$ cat src/rtl/estu_simd_pkg.sv
// Shared state encoding and the saturating-add helper for the 2-lane SIMD accumulator.
package estu_simd_pkg;

  typedef enum logic {ACCUM = 1'b0, HOLD = 1'b1} state_t;

  // Working width of sat_add; accumulators must be narrower than this.
  localparam int MAX_W = 48;

  typedef logic signed [MAX_W-1:0] wide_t;

  typedef struct packed {
    logic  clip;
    wide_t result;
  } sat_res_t;

  // Adds two sign-extended values one bit wider than the operands, then clips
  // to the signed range of an acc_w-bit accumulator.
  function automatic sat_res_t sat_add(input wide_t acc, input wide_t sum, input int acc_w);
    logic signed [MAX_W:0] total;
    logic signed [MAX_W:0] hi;
    logic signed [MAX_W:0] lo;
    logic        [MAX_W:0] one;
    sat_res_t              res;
    one   = {{MAX_W{1'b0}}, 1'b1};
    total = $signed({acc[MAX_W-1], acc}) + $signed({sum[MAX_W-1], sum});
    hi    = $signed((one << (acc_w - 1)) - one);
    lo    = -$signed(one << (acc_w - 1));
    res.clip = 1'b1;
    if (total > hi) begin
      res.result = hi[MAX_W-1:0];
    end else if (total < lo) begin
      res.result = lo[MAX_W-1:0];
    end else begin
      res.clip   = 1'b0;
      res.result = total[MAX_W-1:0];
    end
    return res;
  endfunction

endpackage

$ cat src/rtl/sat_accum_lane.sv
// One lane: saturating signed accumulator with a sticky clip flag.
module sat_accum_lane
  import estu_simd_pkg::*;
#(
  parameter int W     = 15,
  parameter int ACC_W = 24
) (
  input  logic                    clk,
  input  logic                    rst_n,
  input  logic                    add_en_i,
  input  logic                    frame_clr_i,
  input  logic signed [W:0]       sum_i,
  output logic signed [ACC_W-1:0] acc_o,
  output logic                    sat_o
);

  logic signed [ACC_W-1:0] acc_q, acc_d;
  logic                    sat_q, sat_d;
  sat_res_t                add_res;
  logic                    unused_hi;

  always_comb add_res = sat_add(MAX_W'(acc_q), MAX_W'(sum_i), ACC_W);

  // Bits above ACC_W are always the sign copy after clipping.
  assign unused_hi = ^add_res.result[MAX_W-1:ACC_W];

  // NOTE: every always_comb output gets a default first so no path infers a latch.
  always_comb begin
    acc_d = acc_q;
    sat_d = sat_q;
    if (frame_clr_i) begin
      acc_d = '0;
      sat_d = 1'b0;
    end else if (add_en_i) begin
      acc_d = add_res.result[ACC_W-1:0];
      sat_d = sat_q | add_res.clip;
    end
  end

  // NOTE: state registers use non-blocking assignments so all flops update together.
  always_ff @(posedge clk or negedge rst_n) begin
    if (!rst_n) begin
      acc_q <= '0;
      sat_q <= 1'b0;
    end else begin
      acc_q <= acc_d;
      sat_q <= sat_d;
    end
  end

  assign acc_o = acc_q;
  assign sat_o = sat_q;

endmodule

$ cat src/rtl/adder_simd_accum.sv
// Consumes 2-lane adder sums, accumulates LEN per frame, and freezes the adder while a frame waits.
module adder_simd_accum
  import estu_simd_pkg::*;
#(
  parameter int W     = 15,
  parameter int ACC_W = 24,
  parameter int LEN   = 16,
  parameter int LAT   = 2
) (
  input  logic                    clk,
  input  logic                    rst_n,
  input  logic                    clr,
  input  logic                    issue,
  output logic                    adder_en,
  input  logic signed [W:0]       sum_0,
  input  logic signed [W:0]       sum_1,
  output logic                    acc_valid,
  input  logic                    acc_ready,
  output logic signed [ACC_W-1:0] acc_0,
  output logic signed [ACC_W-1:0] acc_1,
  output logic                    sat_0,
  output logic                    sat_1
);

  localparam int CNT_W = (LEN > 1) ? $clog2(LEN) : 1;

  state_t             state_q, state_d;
  logic [CNT_W-1:0]   count_q, count_d;
  logic [LAT-1:0]     vld_sr_q, vld_sr_d;
  logic               sum_valid, last_sum, handshake, frame_clr;

  assign adder_en  = (state_q == ACCUM);
  assign acc_valid = (state_q == HOLD);
  assign sum_valid = adder_en & vld_sr_q[LAT-1];
  assign last_sum  = sum_valid && (count_q == CNT_W'(LEN - 1));
  assign handshake = acc_valid & acc_ready;
  assign frame_clr = clr | handshake;

  // Count wraps to zero on the last sum, so it already reads zero throughout HOLD.
  always_comb begin
    state_d  = state_q;
    count_d  = count_q;
    vld_sr_d = vld_sr_q;
    if (adder_en) begin
      vld_sr_d    = vld_sr_q << 1;
      vld_sr_d[0] = issue;
    end
    case (state_q)
      ACCUM: begin
        if (sum_valid) begin
          count_d = last_sum ? '0 : count_q + CNT_W'(1);
          if (last_sum) state_d = HOLD;
        end
      end
      HOLD: begin
        if (acc_ready) state_d = ACCUM;
      end
    endcase
  end

  always_ff @(posedge clk or negedge rst_n) begin
    if (!rst_n) begin
      state_q  <= ACCUM;
      count_q  <= '0;
      vld_sr_q <= '0;
    end else if (clr) begin
      state_q  <= ACCUM;
      count_q  <= '0;
      vld_sr_q <= '0;
    end else begin
      state_q  <= state_d;
      count_q  <= count_d;
      vld_sr_q <= vld_sr_d;
    end
  end

  sat_accum_lane #(.W(W), .ACC_W(ACC_W)) u_lane0 (
    .clk         (clk),
    .rst_n       (rst_n),
    .add_en_i    (sum_valid),
    .frame_clr_i (frame_clr),
    .sum_i       (sum_0),
    .acc_o       (acc_0),
    .sat_o       (sat_0)
  );

  sat_accum_lane #(.W(W), .ACC_W(ACC_W)) u_lane1 (
    .clk         (clk),
    .rst_n       (rst_n),
    .add_en_i    (sum_valid),
    .frame_clr_i (frame_clr),
    .sum_i       (sum_1),
    .acc_o       (acc_1),
    .sat_o       (sat_1)
  );

endmodule

$ cat config.mk
export PLATFORM = sky130hd
export DESIGN_NAME = adder_simd_accum
export DESIGN_NICKNAME = d
export VERILOG_FILES = /design/src/rtl/estu_simd_pkg.sv /design/src/rtl/sat_accum_lane.sv /design/src/rtl/adder_simd_accum.sv
export SDC_FILE = /design/constraint.sdc
export NUM_CORES = 1
export LEC_CHECK = 0
export BUFFER_PORTS_ARGS = -buffer_cell sky130_fd_sc_hd__buf_2
export CORE_MARGIN = 4
export CORE_UTILIZATION = 30
export CTS_BUF_LIST = sky130_fd_sc_hd__clkbuf_16
export DETAILED_ROUTE_END_ITERATION = 8
export GPL_ROUTABILITY_DRIVEN = 0
export PLACE_DENSITY = 0.51
export SLEW_MARGIN = 20
export SYNTH_ARGS = -nofsm -noshare
export SYNTH_HDL_FRONTEND = slang
export SYNTH_SLANG_ARGS = --single-unit
$ cat constraint.sdc
create_clock -name clk -period 4.9 [get_ports clk]
set_input_delay 0.735 -clock clk [delete_from_list [all_inputs] [get_ports clk]]
set_output_delay 0.735 -clock clk [all_outputs]
set_load 0.02 [all_outputs]
==> flow_summary.ini, run 1 <==
[critical_path]
crit_path_end_kind = register
r2r_slack_ns = 1.62
arrival_ns = 3.60
critPathMaxFanout = 10
critPathLaunchType = input pin
crit_path_max_incr_delay_ns = 0.40
regToRegEndpoint = u_lane1.acc_o[9]
cp.depth = 13
path_class = input pin to register
critPathCapture = u_lane1.acc_o[9]
path_buf_inv = 3
startpoint = sum_1[0]
worstRegToRegCells = 12
worstReg2RegStart = u_lane1.acc_o[0]
crit_family = compound AO/OA/AOI/OAI gates
cp.required_ns = 5.12
path_cells = buf_2, ha_1, inv_1, fa_1, nor2b_1, o2111a_1, o31a_1, o31a_2, a31oi_4, a221oi_4, buf_4, maj3_1, a22o_1
slowest_stage = o31a_2

[floorplan]
die-width_um = 137
start_util_pct = 31.0
ios = 89
die-area_mm2 = 0.0187
core-area_mm2 = 0.0161
die_y_um = 137
rows = 46

[cts]
cts_resized = 0
cts_max_path_buffers = 2
root_buffer = clkbuf_16
clk_pin_slew_ns = 0.06
cts_made_buffers = 9
cts-hold-fix-buffers = 0
clock-sinks = 57
htree_levels = 3
cts_setup_buffers = 0
clk_latency_ns = 0.34
tritoncts = done

[synth]
synth_edf_count = 0
ys.warnings.count = 0
async_flop_share_pct = 100
mappedNetlistNets = 646
synth_cells = 558
ys_ff_latch = 57
synth_cell_types = 69
synth_area_per_cell_um2 = 8.92
yosys_most_used_dff = dfrtp_1
yosysSeqAreaShare_pct = 28.7
syn_area_mm2 = 0.00498

[status]
status = finished clean

[cells_and_area]
fin_util_pct = 36.9
n_fill_cell = 1711
seq_area_mm2 = 0.00143
stdcell_area_mm2 = 0.00593
diodes = 0
final_nets = 729
layout-area-overhead-vs-synth_pct = 19.2
multi_input_area_mm2 = 0.00335
drive_gt1_share_pct = 19.8
final_cells = 862

[routing]
postRouteAntennaNets = 0
wire_per_inst_um = 17.0
dr_total_vias = 4641
dr.pass1.iters = 5
finalWirelength_um = 14700
drt_iter0_markers = 313
drc = 0
via_per_inst = 5.38

[global_route]
grt_pass1_wl_um = 23600
track_usage_pct = 16.0
grt_start_max_net_pins = 58
gr-total-overflow = 0
grt_pass1_vias = 4486
antenna_found_initial = 0

[sta]
tightest_slew_ns = 0.794
finalClockSkew_ns = 0.00813
setup_viol = 0
slew_headroom_pct = 47.1
period_minus_slack_ns = 3.38
max_freq_ghz = 0.296
tns_ns = 0
rsz0062_at_grt = no
maxSlewViolCount = 0
timing.final.crit_share_pct = 68.9
hold_viol = 0

[placed_design]
dp_cells = 846
dpl.hpwl_um = 10800
dpl_cell_area_mm2 = 0.00564
portBuffers = 88

[pwr]
p_leak_nw = 2.91
total_power_mw = 1.64
ir_worst_vdd_mv = 0.168
power_density_mw_per_mm2 = 277

[job]
max-cap-violations = 0

[min_path]
hp-class = register to register
## synthesized netlist by cell type (all sizes together) (11+ instances only)
cell / n / share of area [%]
ha: 49 / 12
buf: 11 / 1.4
clkbuf: 13 / 0.98
o21ai: 40 / 4.2
nand2: 40 / 3.0
a221o: 22 / 4.4
xnor2: 25 / 4.4
nor2: 29 / 2.2
o211ai: 14 / 2.1
xor2: 16 / 2.8
inv: 24 / 1.8
dfrtp: 57 / 29
a21oi: 52 / 5.3
nor2b: 11 / 1.4
a21o: 14 / 2.1
## cell families (layout without fill, tap and decap cells)
kind of cell               count (synthesis)  in the layout  share of synthesized area, %
DFF                                       57             57                          28.7
AOI/OAI and AO/OA                        217            217                          31.3
buffers and inverters                     48            136                          4.22
and+or+nand+nor                          132            132                          13.0
muxes                                      3              3                         0.603
xor gates and xnor gates                  41             41                          7.22
adders and majority gates                 60             60                          15.0
## registers in the layout, indices dropped and copies added (netlist names)
| name | cells |
|---|---|
| u_lane1.acc_o | 24 |
| u_lane0.acc_o | 24 |
| count_q | 4 |
| u_lane0.sat_o | 1 |
| acc_valid | 1 |
| vld_sr_q | 2 |
| u_lane1.sat_o | 1 |
## worst reg2reg max path, stage by stage (launching register included)
cell      delay, ns
dfrtp_1        0.40
ha_1           0.20
inv_1          0.07
fa_1           0.24
nor2b_1        0.08
o2111a_1       0.27
o31a_1         0.35
o31a_2         0.40
a31oi_4        0.26
a221oi_4       0.15
buf_4          0.23
maj3_1         0.34
a22o_1         0.18
## how the worst min path moves through the flow
stage,startpoint,to,slack [ns],depth (start not counted)
global placement,u_lane0.sat_o,u_lane0.sat_o,0.50,2
detailed placement,u_lane0.sat_o,u_lane0.sat_o,0.50,2
global route,u_lane1.sat_o,u_lane1.sat_o,0.54,2
CTS,u_lane0.sat_o,u_lane0.sat_o,0.51,2
floorplan,rst_n,acc_valid,0.44,0
finish,u_lane0.sat_o,u_lane0.sat_o,0.49,2
## cell type report
type / instances / share of cell area (%)
Sequential cell: 57 / 24.1
Tap cell: 216 / 4.56
Timing Repair Buffer: 96 / 8.44
Inverter: 24 / 1.52
Clock buffer: 9 / 3.80
Multi-Input combinational cell: 453 / 56.6
Clock inverter: 7 / 1.06
## metal layers
layer / up-vias / GRT usage, % / part of all wire [%]
met3: 12 / 2.68 / 4.9
li1: 2284 / - / -
met5: - / 0 / 0
met1: 2239 / 22.5 / 48
met4: 0 / 5.65 / 1.6
met2: 106 / 24.8 / 46
## stage by stage
step | hold slack (ns) | setup slack (ns)
after global placement | 0.498 | 1.23
after CTS | 0.515 | 1.54
after floorplan | 0.439 | 1.70
after global routing | 0.538 | 1.17
final | 0.495 | 1.52
after detailed placement | 0.501 | 1.19
## layout by cell type (no fill, tap or decap), types with 6 or more instances in the layout
| master | count |
|---|---|
| a221o_1 | 22 |
| and3_1 | 10 |
| buf_4 | 8 |
| ha_1 | 49 |
| a22o_1 | 9 |
| nand2_1 | 40 |
| maj3_1 | 7 |
| inv_1 | 25 |
| a21oi_1 | 51 |
| a21o_1 | 14 |
| nand3_1 | 10 |
| buf_2 | 88 |
| nor2b_1 | 11 |
| o21ai_0 | 35 |
| nor3_1 | 7 |
| a31oi_1 | 7 |
| dfrtp_1 | 57 |
| clkbuf_16 | 9 |
| o211ai_1 | 14 |
| nor2_1 | 28 |
| a32oi_1 | 6 |
| xor2_1 | 16 |
| xnor2_1 | 24 |
| o21a_1 | 8 |
| o21bai_1 | 7 |
## power breakdown
part           leakage (nW)  total, mW  internal (mW)  switching, mW
Clock                 0.140      0.625          0.388          0.238
Combinational          1.98      0.497          0.200          0.296
Sequential            0.786      0.521          0.497         0.0240
Note: power is estimated with default switching activity, not from simulation.
==> inputs of run 2 (changes only) <==
- ABC_AREA: default -> 1
- PLACE_DENSITY: 0.51 -> 0.52
- clock period: 4.9 -> 2.9 ns (I/O delays scaled with it)
==> flow_summary.ini, run 2 <==
[status]
status = finished clean

[pwr]
ir_worst_vdd_mv = 0.290
power.internal_mw = 1.83
netSwitchingFraction_pct = 36.0
p_clk_share_pct = 36.1
seqPwrFrac_pct = 31.5
power_switching_mw = 1.03
combPwrFrac_pct = 32.3
power_density_mw_per_mm2 = 434
total_power_mw = 2.86
p_leak_nw = 3.92

[placed_design]
portBuffers = 88
dp_cells = 1146
dpl.hpwl_um = 13200

[global_route]
grt_pass1_vias = 5441
track_usage_pct = 16.0
gr-total-overflow = 0
antenna_found_initial = 0
grt_start_max_net_pins = 33
grt_pass1_wl_um = 26400

[synth]
synth_area_per_cell_um2 = 6.68
synth.most_common_cell = nand2_1
synthTopCellsByCount = 285 x nand2_1, 99 x inv_1, 63 x nor2_1
syn_area_mm2 = 0.00554
ys_ff_latch = 57
yosysTopAreaCell = dfrtp_1
synth_cell_types = 33
mappedNetlistNets = 918
ys.warnings.count = 0
async_flop_share_pct = 100
yosysSeqAreaShare_pct = 25.7
yosysTopAreaCellShare_pct = 25.7
synth_cells = 830
yosys_most_used_dff = dfrtp_1
synth_edf_count = 0
synthTopCellsByArea = dfrtp_1 26%, nand2_1 19%, ha_1 11%

[cells_and_area]
final_nets = 1016
drive_gt1_share_pct = 19.7
final_cells = 1162
n_fill_cell = 1980
diodes = 0
layout_common_cells = 285 x nand2_1, 101 x inv_1, 88 x buf_2
layout-area-overhead-vs-synth_pct = 18.7
final_common_cell = nand2_1

[floorplan]
rows = 49
start_util_pct = 30.6
core-area_mm2 = 0.0181
ios = 89
die-width_um = 144
die_y_um = 144
die-area_mm2 = 0.0207

[routing]
drt_iter0_markers = 236
via_per_inst = 4.63
postRouteAntennaNets = 0
drc = 0
wire_per_inst_um = 13.8
dr.pass1.iters = 4
finalWirelength_um = 16000
dr_total_vias = 5379

[sta]
tightest_slew_ns = 0.534
rsz0062_at_grt = no
setup_viol = 0
max_freq_ghz = 0.403
period_minus_slack_ns = 2.48
finalClockSkew_ns = 0.00564
slew_headroom_pct = 64.4
maxSlewViolCount = 0
hold_viol = 0
timing.final.crit_share_pct = 85.5
tns_ns = 0

[cts]
clock-sinks = 57
cts_max_path_buffers = 2
root_buffer = clkbuf_16
cts_made_buffers = 9
cts_resized = 0
cts_setup_buffers = 0
htree_levels = 3
clk_pin_slew_ns = 0.05
clk_latency_ns = 0.35
cts-hold-fix-buffers = 0
tritoncts = done

[critical_path]
crit_path_max_incr_delay_ns = 0.40
arrival_ns = 2.77
path_cells = ha_1, inv_1, fa_1, nand3b_1, nand2_1, nand2_1, nand2_1, nand2_2, nand4_1, nand2_1, nand2_1, nand2_1, inv_2, o21ai_0, nand2_1
crit_path_end_kind = register
worstReg2RegStart = u_lane0.acc_o[0]
path_class = register to register
crit_path_frequent_cell = nand2_1
critPathLaunchType = register
critPathMaxFanout = 23
regToRegEndpoint = u_lane0.acc_o[1]
worstRegToRegCells = 15
r2r_slack_ns = 0.42
slowest_stage = fa_1
startpoint = u_lane0.acc_o[0]
cp.required_ns = 3.19
critPathCapture = u_lane0.acc_o[1]

[min_path]
hp-class = input pin to asynchronous set/reset pin

[job]
max-cap-violations = 0
-- run 2: cell count changes after synthesis, moves of 14 or more --
cell,delta
a221o_1,-22
nand3_1,+37
nand3_2,+22
nand2_2,+30
nor2_1,+34
a21o_1,-14
o211ai_1,-14
o21ai_0,-19
nand2_1,+245
inv_1,+75
-- run 2: worst max-delay path, delay by kind of cell, from the launching register on --
family          cells  cell delay, ns
simple gates       10            0.91
fa+ha+maj           2            0.58
buf+inv             2            0.39
flops               1            0.38
compound gates      1            0.16
-- run 2: power by group through the flow --
stage,Sequential (mW),Combinational [mW],Clock [mW]
2_1_floorplan,0.966,0.599,0
3_3_place_gp,0.915,0.932,0
3_5_place_dp,0.916,0.930,0
4_1_cts,0.903,0.936,1.07
5_1_grt,0.910,1.05,1.10
6_report,0.901,0.924,1.03
-- run 2: logic make-up after synthesis --
logic type,after synthesis,share of synthesized area [%]
AO/OA/AOI/OAI,80,7.95
XOR/XNOR,35,5.53
adder cells (fa/ha/maj),51,11.8
buffers and inverters,119,9.05
flip-flops,57,25.7
multiplexers,1,0.181
AND/OR/NAND/NOR,487,39.8
-- run 2: cell type report --
class,count,area [um2],area share [%]
Clock inverter,7,53.8,0.818
Clock buffer,9,225,3.42
Multi-Input combinational cell,654,3620,55.0
Sequential cell,57,1430,21.7
Timing Repair Buffer,100,568,8.63
Tap cell,229,287,4.36
Inverter,106,398,6.05
-- run 2: routing by layer --
layer	part of all wire (%)	vias up	global-route usage (%)
li1	-	2840	-
met1	45	2405	19.2
met2	49	105	28.0
met3	4.1	29	3.69
met4	2.4	0	5.55
met5	0	-	0
-- run 2: metrics by stage --
stage / utilization [%] / hold WS [ns] / instance area, um2 / worst slack, ns
3_5_place_dp: 34.8 / 0.450 / 6300 / 0.280
6_report: 36.4 / 0.0712 / 6580 / 0.420
5_1_grt: 36.4 / 0.101 / 6580 / 0.145
2_1_floorplan: - / 0.139 / 5540 / 0.613
3_3_place_gp: 34.8 / 0.447 / 6300 / 0.275
4_1_cts: 36.4 / 0.0785 / 6580 / 0.371
-- run 2: how the worst min path moves through the flow --
stage / endpoint / depth (start not counted) / start / slack (ns)
final: u_lane1.acc_o[3] / 1 / rst_n / 0.07
after CTS: u_lane1.acc_o[2] / 1 / rst_n / 0.08
after global placement: u_lane1.acc_o[3] / 1 / rst_n / 0.45
after floorplan: acc_valid / 0 / rst_n / 0.14
after global routing: u_lane1.acc_o[3] / 1 / rst_n / 0.10
after detailed placement: u_lane1.acc_o[2] / 1 / rst_n / 0.45
